**config.mk**
```make
export PLATFORM = sky130hd
export DESIGN_NAME = dense_layer_sequencer
export DESIGN_NICKNAME = d
export VERILOG_FILES = /design/src/rtl/dense_seq_pkg.sv /design/src/rtl/dense_seq_lat_pipe.sv /design/src/rtl/dense_layer_sequencer.sv
export SDC_FILE = /design/constraint.sdc
export NUM_CORES = 1
export LEC_CHECK = 0
export CAP_MARGIN = 40
export CORE_UTILIZATION = 50
export CTS_BUF_LIST = sky130_fd_sc_hd__clkbuf_8
export CTS_CLUSTER_DIAMETER = 30
export DETAILED_ROUTE_END_ITERATION = 16
export PLACE_DENSITY = 0.87
export SLEW_MARGIN = 20
export SYNTH_ARGS = -nofsm -noshare
export SYNTH_HDL_FRONTEND = slang
export SYNTH_SLANG_ARGS = --single-unit
export TNS_END_PERCENT = 30
```
**constraint.sdc**
```tcl
create_clock -name clk -period 3.91 [get_ports clk]
set_clock_uncertainty 0.2 [all_clocks]
set_input_delay 0.9775 -clock clk [delete_from_list [all_inputs] [get_ports clk]]
set_output_delay 0.9775 -clock clk [all_outputs]
set_load 0.02 [all_outputs]
```
**src/rtl/dense_seq_pkg.sv**
```systemverilog
// Shared constants for the dense-layer sequencer: FSM state codes,
// the clogb2 width helper and the default-configuration derived sizes.
package dense_seq_pkg;

  localparam int unsigned ST_W = 3;

  localparam logic [ST_W-1:0] ST_IDLE = 3'd0;
  localparam logic [ST_W-1:0] ST_LOAD = 3'd1;
  localparam logic [ST_W-1:0] ST_ADDR = 3'd2;
  localparam logic [ST_W-1:0] ST_WAIT = 3'd3;
  localparam logic [ST_W-1:0] ST_ACC  = 3'd4;
  localparam logic [ST_W-1:0] ST_BIAS = 3'd5;
  localparam logic [ST_W-1:0] ST_EMIT = 3'd6;
  localparam logic [ST_W-1:0] ST_DONE = 3'd7;

  // Bits needed to hold the value v; never less than 1.
  function automatic int unsigned clogb2(input int unsigned v);
    int unsigned r;
    r = 1;
    for (int unsigned i = 1; i < 32; i++) begin
      if ((v >> i) != 0) r = i + 1;
    end
    return r;
  endfunction

  localparam int unsigned DEF_H      = 2;
  localparam int unsigned DEF_DEPTH  = 64;
  localparam int unsigned DEF_BIAS   = 128;
  localparam int unsigned DEF_ONCE   = 64;
  localparam int unsigned DEF_RD_LAT = 1;

  localparam int unsigned GPR    = DEF_DEPTH / DEF_ONCE;
  localparam int unsigned NCHUNK = DEF_H * GPR;
  localparam int unsigned KA_W   = clogb2(DEF_BIAS * NCHUNK - 1);

endpackage

```
**src/rtl/dense_seq_lat_pipe.sv**
```systemverilog
// RD_LAT-deep shift register that aligns the accumulator strobes and
// operand selects with kernel data returning from the BRAM.
module dense_seq_lat_pipe
  import dense_seq_pkg::*;
#(
  parameter int unsigned LAT = 1,
  parameter int unsigned W   = 1
) (
  input  logic         clk,
  input  logic         rstn,
  input  logic [W-1:0] d_i,
  output logic [W-1:0] q_o
);

  logic [W-1:0] stage_q [LAT];

  // Shift issue-side values one stage per cycle.
  always_ff @(posedge clk or negedge rstn) begin
    if (!rstn) begin
      for (int unsigned i = 0; i < LAT; i++) stage_q[i] <= '0;
    end else begin
      stage_q[0] <= d_i;
      for (int unsigned i = 1; i < LAT; i++) stage_q[i] <= stage_q[i-1];
    end
  end

  assign q_o = stage_q[LAT-1];

endmodule

```
**src/rtl/dense_layer_sequencer.sv**
```systemverilog
// Control FSM for one dense layer: loads H input rows, then walks BIAS
// neurons x NCHUNK kernel chunks driving BRAM addresses and accumulator
// strobes, and hands each neuron downstream over valid/ready.
// Optional DENSE_SEQ_PREFETCH_EN: back-to-back kernel issue with the
// accumulator controls delayed RD_LAT cycles through dense_seq_lat_pipe.
module dense_layer_sequencer
  import dense_seq_pkg::*;
#(
  parameter  int unsigned H      = DEF_H,
  parameter  int unsigned DEPTH  = DEF_DEPTH,
  parameter  int unsigned BIAS   = DEF_BIAS,
  parameter  int unsigned ONCE   = DEF_ONCE,
  parameter  int unsigned RD_LAT = DEF_RD_LAT,
  localparam int unsigned GRPS   = DEPTH / ONCE,
  localparam int unsigned CHUNKS = H * GRPS,
  localparam int unsigned RW     = clogb2(H - 1),
  localparam int unsigned GW     = clogb2(GRPS - 1),
  localparam int unsigned KAW    = clogb2(BIAS * CHUNKS - 1),
  localparam int unsigned BW     = clogb2(BIAS - 1)
) (
  input  logic           clk,
  input  logic           rstn,
  input  logic           start,
  input  logic           in_valid,
  output logic           in_ready,
  output logic           row_we,
  output logic [RW-1:0]  row_waddr,
  output logic [RW-1:0]  row_sel,
  output logic [GW-1:0]  grp_sel,
  output logic           kmem_en,
  output logic [KAW-1:0] kernel_addr,
  output logic [BW-1:0]  bias_addr,
  output logic           acc_en,
  output logic           acc_clr,
  output logic           bias_en,
  output logic           out_valid,
  input  logic           out_ready,
  output logic [BW-1:0]  out_idx,
  output logic           busy,
  output logic           done
);

  localparam int unsigned CW = clogb2(CHUNKS - 1);
  localparam int unsigned WW = clogb2(RD_LAT - 1);

  logic [ST_W-1:0] state_q, state_d;
  logic [RW-1:0]   ld_q, ld_d;
  logic [BW-1:0]   b_q, b_d;
  logic [CW-1:0]   c_q, c_d;
  logic [WW-1:0]   w_q, w_d;
  logic [KAW-1:0]  kernel_addr_q, kernel_addr_d;
  logic            in_ready_q, kmem_en_q, bias_en_q, out_valid_q, busy_q, done_q;

  // Next-state and counter updates.
  always_comb begin
    state_d       = state_q;
    ld_d          = ld_q;
    b_d           = b_q;
    c_d           = c_q;
    w_d           = w_q;
    case (state_q)
      ST_IDLE: begin
        ld_d = '0;
        b_d  = '0;
        c_d  = '0;
        w_d  = '0;
        if (start) state_d = ST_LOAD;
      end
      ST_LOAD: begin
        if (in_valid) begin
          if (ld_q == RW'(H - 1)) begin
            ld_d    = '0;
            b_d     = '0;
            c_d     = '0;
            w_d     = '0;
            state_d = ST_ADDR;
          end else begin
            ld_d = ld_q + RW'(1);
          end
        end
      end
`ifdef DENSE_SEQ_PREFETCH_EN
      // One chunk address per cycle, then drain the read latency in ACC.
      ST_ADDR: begin
        if (c_q == CW'(CHUNKS - 1)) begin
          w_d     = '0;
          state_d = ST_ACC;
        end else begin
          c_d = c_q + CW'(1);
        end
      end
      ST_ACC: begin
        if (w_q == WW'(RD_LAT - 1)) begin
          w_d     = '0;
          state_d = ST_BIAS;
        end else begin
          w_d = w_q + WW'(1);
        end
      end
`else
      ST_ADDR: begin
        w_d     = '0;
        state_d = ST_WAIT;
      end
      ST_WAIT: begin
        if (w_q == WW'(RD_LAT - 1)) begin
          w_d     = '0;
          state_d = ST_ACC;
        end else begin
          w_d = w_q + WW'(1);
        end
      end
      ST_ACC: begin
        if (c_q == CW'(CHUNKS - 1)) begin
          state_d = ST_BIAS;
        end else begin
          c_d     = c_q + CW'(1);
          state_d = ST_ADDR;
        end
      end
`endif
      ST_BIAS: state_d = ST_EMIT;
      ST_EMIT: begin
        if (out_ready) begin
          c_d = '0;
          if (b_q == BW'(BIAS - 1)) begin
            b_d     = '0;
            state_d = ST_DONE;
          end else begin
            b_d     = b_q + BW'(1);
            state_d = ST_ADDR;
          end
        end
      end
      ST_DONE: state_d = ST_IDLE;
      default: state_d = ST_IDLE;
    endcase
    kernel_addr_d = KAW'(b_d) * KAW'(CHUNKS) + KAW'(c_d);
  end

  // State, counters and state-decoded outputs.
  always_ff @(posedge clk or negedge rstn) begin
    if (!rstn) begin
      state_q       <= ST_IDLE;
      ld_q          <= '0;
      b_q           <= '0;
      c_q           <= '0;
      w_q           <= '0;
      kernel_addr_q <= '0;
      in_ready_q    <= 1'b0;
      kmem_en_q     <= 1'b0;
      bias_en_q     <= 1'b0;
      out_valid_q   <= 1'b0;
      busy_q        <= 1'b0;
      done_q        <= 1'b0;
    end else begin
      state_q       <= state_d;
      ld_q          <= ld_d;
      b_q           <= b_d;
      c_q           <= c_d;
      w_q           <= w_d;
      kernel_addr_q <= kernel_addr_d;
      in_ready_q    <= (state_d == ST_LOAD);
      kmem_en_q     <= (state_d == ST_ADDR);
      bias_en_q     <= (state_d == ST_BIAS);
      out_valid_q   <= (state_d == ST_EMIT);
      busy_q        <= (state_d != ST_IDLE);
      done_q        <= (state_d == ST_DONE);
    end
  end

`ifdef DENSE_SEQ_PREFETCH_EN
  localparam int unsigned PW = 2 + RW + GW;
  logic [PW-1:0] iss_c;
  logic [PW-1:0] lat_q;

  // Accumulator controls for the chunk being addressed this cycle.
  always_comb begin
    iss_c = {(state_q == ST_ADDR),
             (state_q == ST_ADDR) && (c_q == '0),
             RW'(32'(c_q) / GRPS),
             GW'(32'(c_q) % GRPS)};
  end

  dense_seq_lat_pipe #(
    .LAT (RD_LAT),
    .W   (PW)
  ) u_lat_pipe (
    .clk  (clk),
    .rstn (rstn),
    .d_i  (iss_c),
    .q_o  (lat_q)
  );

  assign {acc_en, acc_clr, row_sel, grp_sel} = lat_q;
`else
  logic          acc_en_q, acc_clr_q;
  logic [RW-1:0] row_sel_q;
  logic [GW-1:0] grp_sel_q;

  // Accumulator controls and operand selects, stable from ADDR to ACC.
  always_ff @(posedge clk or negedge rstn) begin
    if (!rstn) begin
      acc_en_q  <= 1'b0;
      acc_clr_q <= 1'b0;
      row_sel_q <= '0;
      grp_sel_q <= '0;
    end else begin
      acc_en_q  <= (state_d == ST_ACC);
      acc_clr_q <= (state_d == ST_ACC) && (c_d == '0);
      row_sel_q <= RW'(32'(c_d) / GRPS);
      grp_sel_q <= GW'(32'(c_d) % GRPS);
    end
  end

  assign acc_en  = acc_en_q;
  assign acc_clr = acc_clr_q;
  assign row_sel = row_sel_q;
  assign grp_sel = grp_sel_q;
`endif

  assign in_ready    = in_ready_q;
  assign row_we      = in_valid & in_ready_q;
  assign row_waddr   = ld_q;
  assign kmem_en     = kmem_en_q;
  assign kernel_addr = kernel_addr_q;
  assign bias_addr   = b_q;
  assign bias_en     = bias_en_q;
  assign out_valid   = out_valid_q;
  assign out_idx     = b_q;
  assign busy        = busy_q;
  assign done        = done_q;

endmodule
```
# [Word level (Yosys, flattened, before mapping)]
# Index checks and enable logic that the tools add are counted.
# W data, S select, Z words.
[totals] regBits=29 latchBits=0 ram_bits=0 rom_bits=0 input_bits=5 wordCells=70 mem_count=0
[classes] addsub=5 n_mul=0 div_mod_pow=0 order_cmp=0 n_eq_ne=16 shifts=0 mux=25 bitwise=2 n_reduce_logical=8
[ops] cell="$mux W7" n=4
[ops] cell="$eq A3 B3 Y1 const B" n=8
[ops] cell="$pmux W3 S8" n=1
[ops] cell="$mux W3" n=7
[ops] cell="$pmux W7 S3" n=1
[ops] cell="$eq A3 B2 Y1 const B" n=3
[ops] cell="$mux W1" n=9
[ops] cell="$add A8 B1 Y8" n=1
[ops] cell="$add A7 B1 Y7 const B" n=1
[ops] cell="$eq A7 B7 Y1 const B" n=1
[ops] cell="$eq A3 B1 Y1 const B" n=2
[ops] cell="$reduce_bool A3 Y1" n=2
[ops] cell="$ne A2 B2 Y1 const B" n=2
[ops] cell="$pmux W1 S4" n=1
[ops] cell="$add A1 B1 Y1 const B" n=3
[ops] cell="$logic_not A3 Y1" n=1
[ops] cell="$pmux W1 S3" n=1
[ops] cell="$reduce_and A3 Y1" n=1
[ops] cell="$pmux W1 S2" n=1
[ops] cell="$reduce_and A2 Y1" n=1
[ops] cell="$reduce_bool A2 Y1" n=1
[ops] cell="$reduce_or A2 Y1" n=1
[ops] cell="$and A1 B1 Y1" n=1
[ops] cell="$logic_and A1 B1 Y1" n=1
[ops] cell="$not A1 Y1" n=1

# [Logic depth before layout (Yosys ltp)]
[logic_depth] depth_word=6 depth_mapped=6 ltp_nobuf=5

# [Worst setup path before layout]
# Ideal clock, no wire load.
[synth_path] path_kind="input-to-output" startpoint="in in_valid" endpoint="out row_we" t_arrival_ns=1.188 t_required_ns=2.733 slack_ns=1.545 path_stages=1 n_path_buf=0 cell_sequence="and2_1"
[synth_via] elab_chain_cells=1
[synth_rtl] item="start: declaration" line_no="dense_layer_sequencer.sv:24" text="input logic in_valid,"
[synth_rtl] item="$and A1 B1 Y1" line_no="dense_layer_sequencer.sv:223" text="assign row_we = in_valid & in_ready_q;"
[synth_rtl] item="end: declaration" line_no="dense_layer_sequencer.sv:26" text="output logic row_we,"
# Every way passes these cells.

# [Final worst setup path]
# Ends and elaborated chain as after synthesis.

==> flow_metrics.tcl <==
set metrics [dict create \
    worstPathRequired_ns 2.73 \
    clkPwrFrac_pct 15.6 \
    drv_cap 0 \
    post-route-drc-count 0 \
    cts_tree "done" \
    critPathTopFamily "buffers and inverters" \
    syn_area_mm2 0.00116 \
    min_path_type "reg -> reg" \
    antenna_cells 0 \
    grt_start_max_net_pins 18 \
    fill_cells 175 \
    portBuffers 37 \
    synth_area_per_cell_um2 9.24 \
    setup_violations 0 \
    cts_buffer_depth 2 \
    overflow 0 \
    initial_core_util_pct 52.6 \
    grt_pass1_wl_mm 4.33 \
    antenna_found_initial 0 \
    crit_fanout 7 \
    drt.antenna.violating_nets 0 \
    cp.arrival_ns 2.29 \
    tns_ns 0 \
    nets 151 \
    dpl.hpwl_mm 1.73 \
    htree_num_levels 1 \
    setup.worst_path.class "in -> out" \
    root_buffer "clkbuf_8" \
    synthFlopType "dfrtp_1" \
    internal_power_w 0.000574 \
    grt_pass1_vias 954 \
    fmax_mhz 288 \
    synth_warnings 0 \
    synth-seq-cells 20 \
    crit_slowest_cell "clkdlybuf4s50_1" \
    rsz0062_at_grt "no" \
    p_leak_nw 0.614 \
    crit_path_frequent_cell "clkdlybuf4s50_1" \
    drv_slew 0 \
    switching_share_pct 42.2 \
    fp.coreArea_mm2 0.00221 \
    drtPass1Iterations 4 \
    min_period_ns 3.47 \
    die-area_mm2 0.00252 \
    endpoint_kind "output pin" \
    clock_latency_ns 0.26 \
    ir_drop_v 0.000549 \
    post_cts_buffers 0 \
    dieWidth_um 50.2 \
    cpPeakStageDelay_ns 0.60 \
    pwr-share-seq_pct 36.3 \
    vias 965 \
    synth-async-reset-ratio_pct 100 \
    yosysUniqueCellTypes 44 \
    power_w 0.000992 \
    postCtsResizedCells 0 \
    setup_ws_ns 0.439 \
    pin_count 39 \
    fp.dieH_um 50.2 \
    combPwrFrac_pct 48.1 \
    outcome "completed" \
    via_per_inst 5.61 \
    layout_common_cells "clkdlybuf4s50_1 (37), dfrtp_1 (20), a21oi_1 (8)" \
    final_common_cell "clkdlybuf4s50_1" \
    path_cells "clkdlybuf4s50_1, and2_1, clkdlybuf4s50_1" \
    cts.sinks 20 \
    grt_usage_pct 22.5 \
    wirelength_mm 2.39 \
    place.gp.congestion 0.921 \
    seq_area_um2 500 \
    preCtsSetupSlack_ns 0.443 \
    p_per_area_mw_per_mm2 675 \
    ctsHoldBuffers 0 \
    drtIter0Drc 33 \
    synth_nets 132 \
    clk_pin_slew_ns 0.07 \
    netlist_instances 126 \
    post-route-period-util_pct 88.8 \
    switchingPower_w 0.000418 \
    finalHoldViolations 0 \
    multi_input_area_um2 483 \
    wl_per_cell_um 13.9 \
    cp-start-kind "primary input" \
    cts_buffers 3 \
    crit_buf_inv 2 \
    synth-edff-count 0 \
    syn_to_final_growth_pct 26.3 \
    ys_seq_area_share_pct 43.0 \
    drive_gt1_share_pct 6.94 \
    placementRows 17 \
]
==> synth_stat cells, drive strengths merged (2+ instances only) <==
| cell | number | area share (%) |
|---|---|---|
| a21oi | 8 | 3.4 |
| nand2 | 7 | 2.3 |
| o211ai | 3 | 2.4 |
| buf | 23 | 14 |
| inv | 4 | 1.3 |
| o22ai | 3 | 1.6 |
| nand2b | 2 | 1.1 |
| nor3b | 2 | 1.3 |
| o21ai | 9 | 3.9 |
| a31oi | 2 | 1.1 |
| nand3 | 3 | 1.3 |
| and2 | 3 | 1.6 |
| nor3 | 2 | 0.86 |
| nand3b | 3 | 1.9 |
| nor2 | 7 | 2.3 |
| and3 | 2 | 1.5 |
| dfrtp | 20 | 43 |
| or2 | 2 | 1.1 |
| a32o | 2 | 1.7 |
| nand4 | 2 | 1.1 |
==> layer usage <==
layer	track usage, %	share of wire [%]	vias up
li1	-	-	467
met1	29.7	42	456
met2	37.6	51	37
met3	3.03	4.9	5
met4	7.62	1.6	0
met5	0	0	-
==> sequential cells by signal, summed over array words and instances, names as in the netlist <==
register	cells
busy	1
bias_en	1
acc_en	1
acc_clr	1
bias_addr	1
done	1
kernel_addr	7
in_ready	1
kmem_en	1
out_valid	1
row_waddr	1
state_q	3
==> metrics by stage <==
| stage | instance area (um2) | instances | hold slack, ns | utilization, % |
|---|---|---|---|---|
| final | 1470 | 172 | 0.349 | 66.5 |
| after global routing | 1470 | 172 | 0.434 | 66.5 |
| after CTS | 1470 | 172 | 0.355 | 66.5 |
| after detailed placement | 1420 | 168 | 0.345 | 64.0 |
| after global placement | 1400 | 167 | 0.338 | 63.5 |
| after floorplan | 1160 | 126 | 0.421 | - |
==> power groups by stage <==
stage / sequential (W) / combinational, W / clock [W]
2_1_floorplan: 0.000362 / 0.000319 / 0
3_3_place_gp: 0.000356 / 0.000457 / 0
3_5_place_dp: 0.000361 / 0.000472 / 0
4_1_cts: 0.000358 / 0.000477 / 0.000158
5_1_grt: 0.000373 / 0.000527 / 0.000170
6_report: 0.000360 / 0.000478 / 0.000155
==> final cells by class <==
cell class / instances / share of cell area (%)
clock buffer: 4 / 3.74
inverter: 4 / 1.02
multi-input combinational: 78 / 32.9
sequential: 20 / 34.0
tap: 28 / 2.38
timing repair buffer: 38 / 26.0
==> worst paths after layout <==
kind                                start             end  slack, ns  depth (start not counted)
min                        kernel_addr[6]  kernel_addr[6]       0.35                          1
min in group asynchronous            rstn       out_valid       0.82                          1
min reg2reg                kernel_addr[6]  kernel_addr[6]       0.35                          1
max reg2reg                kernel_addr[1]       out_valid       1.97                          5
max in group asynchronous            rstn       row_waddr       2.25                          2
max                              in_valid          row_we       0.44                          3
==> logic make-up after synthesis <==
logic type | count (synthesis) | synth area share, %
compound gates | 34 | 19.0
xor+xnor | 2 | 1.51
fa+ha+maj | 1 | 1.08
buf+inv | 28 | 15.5
flops | 20 | 43.0
other cells | 1 | 0.322
simple gates | 40 | 19.6
Note: power is estimated with default switching activity, not from simulation.
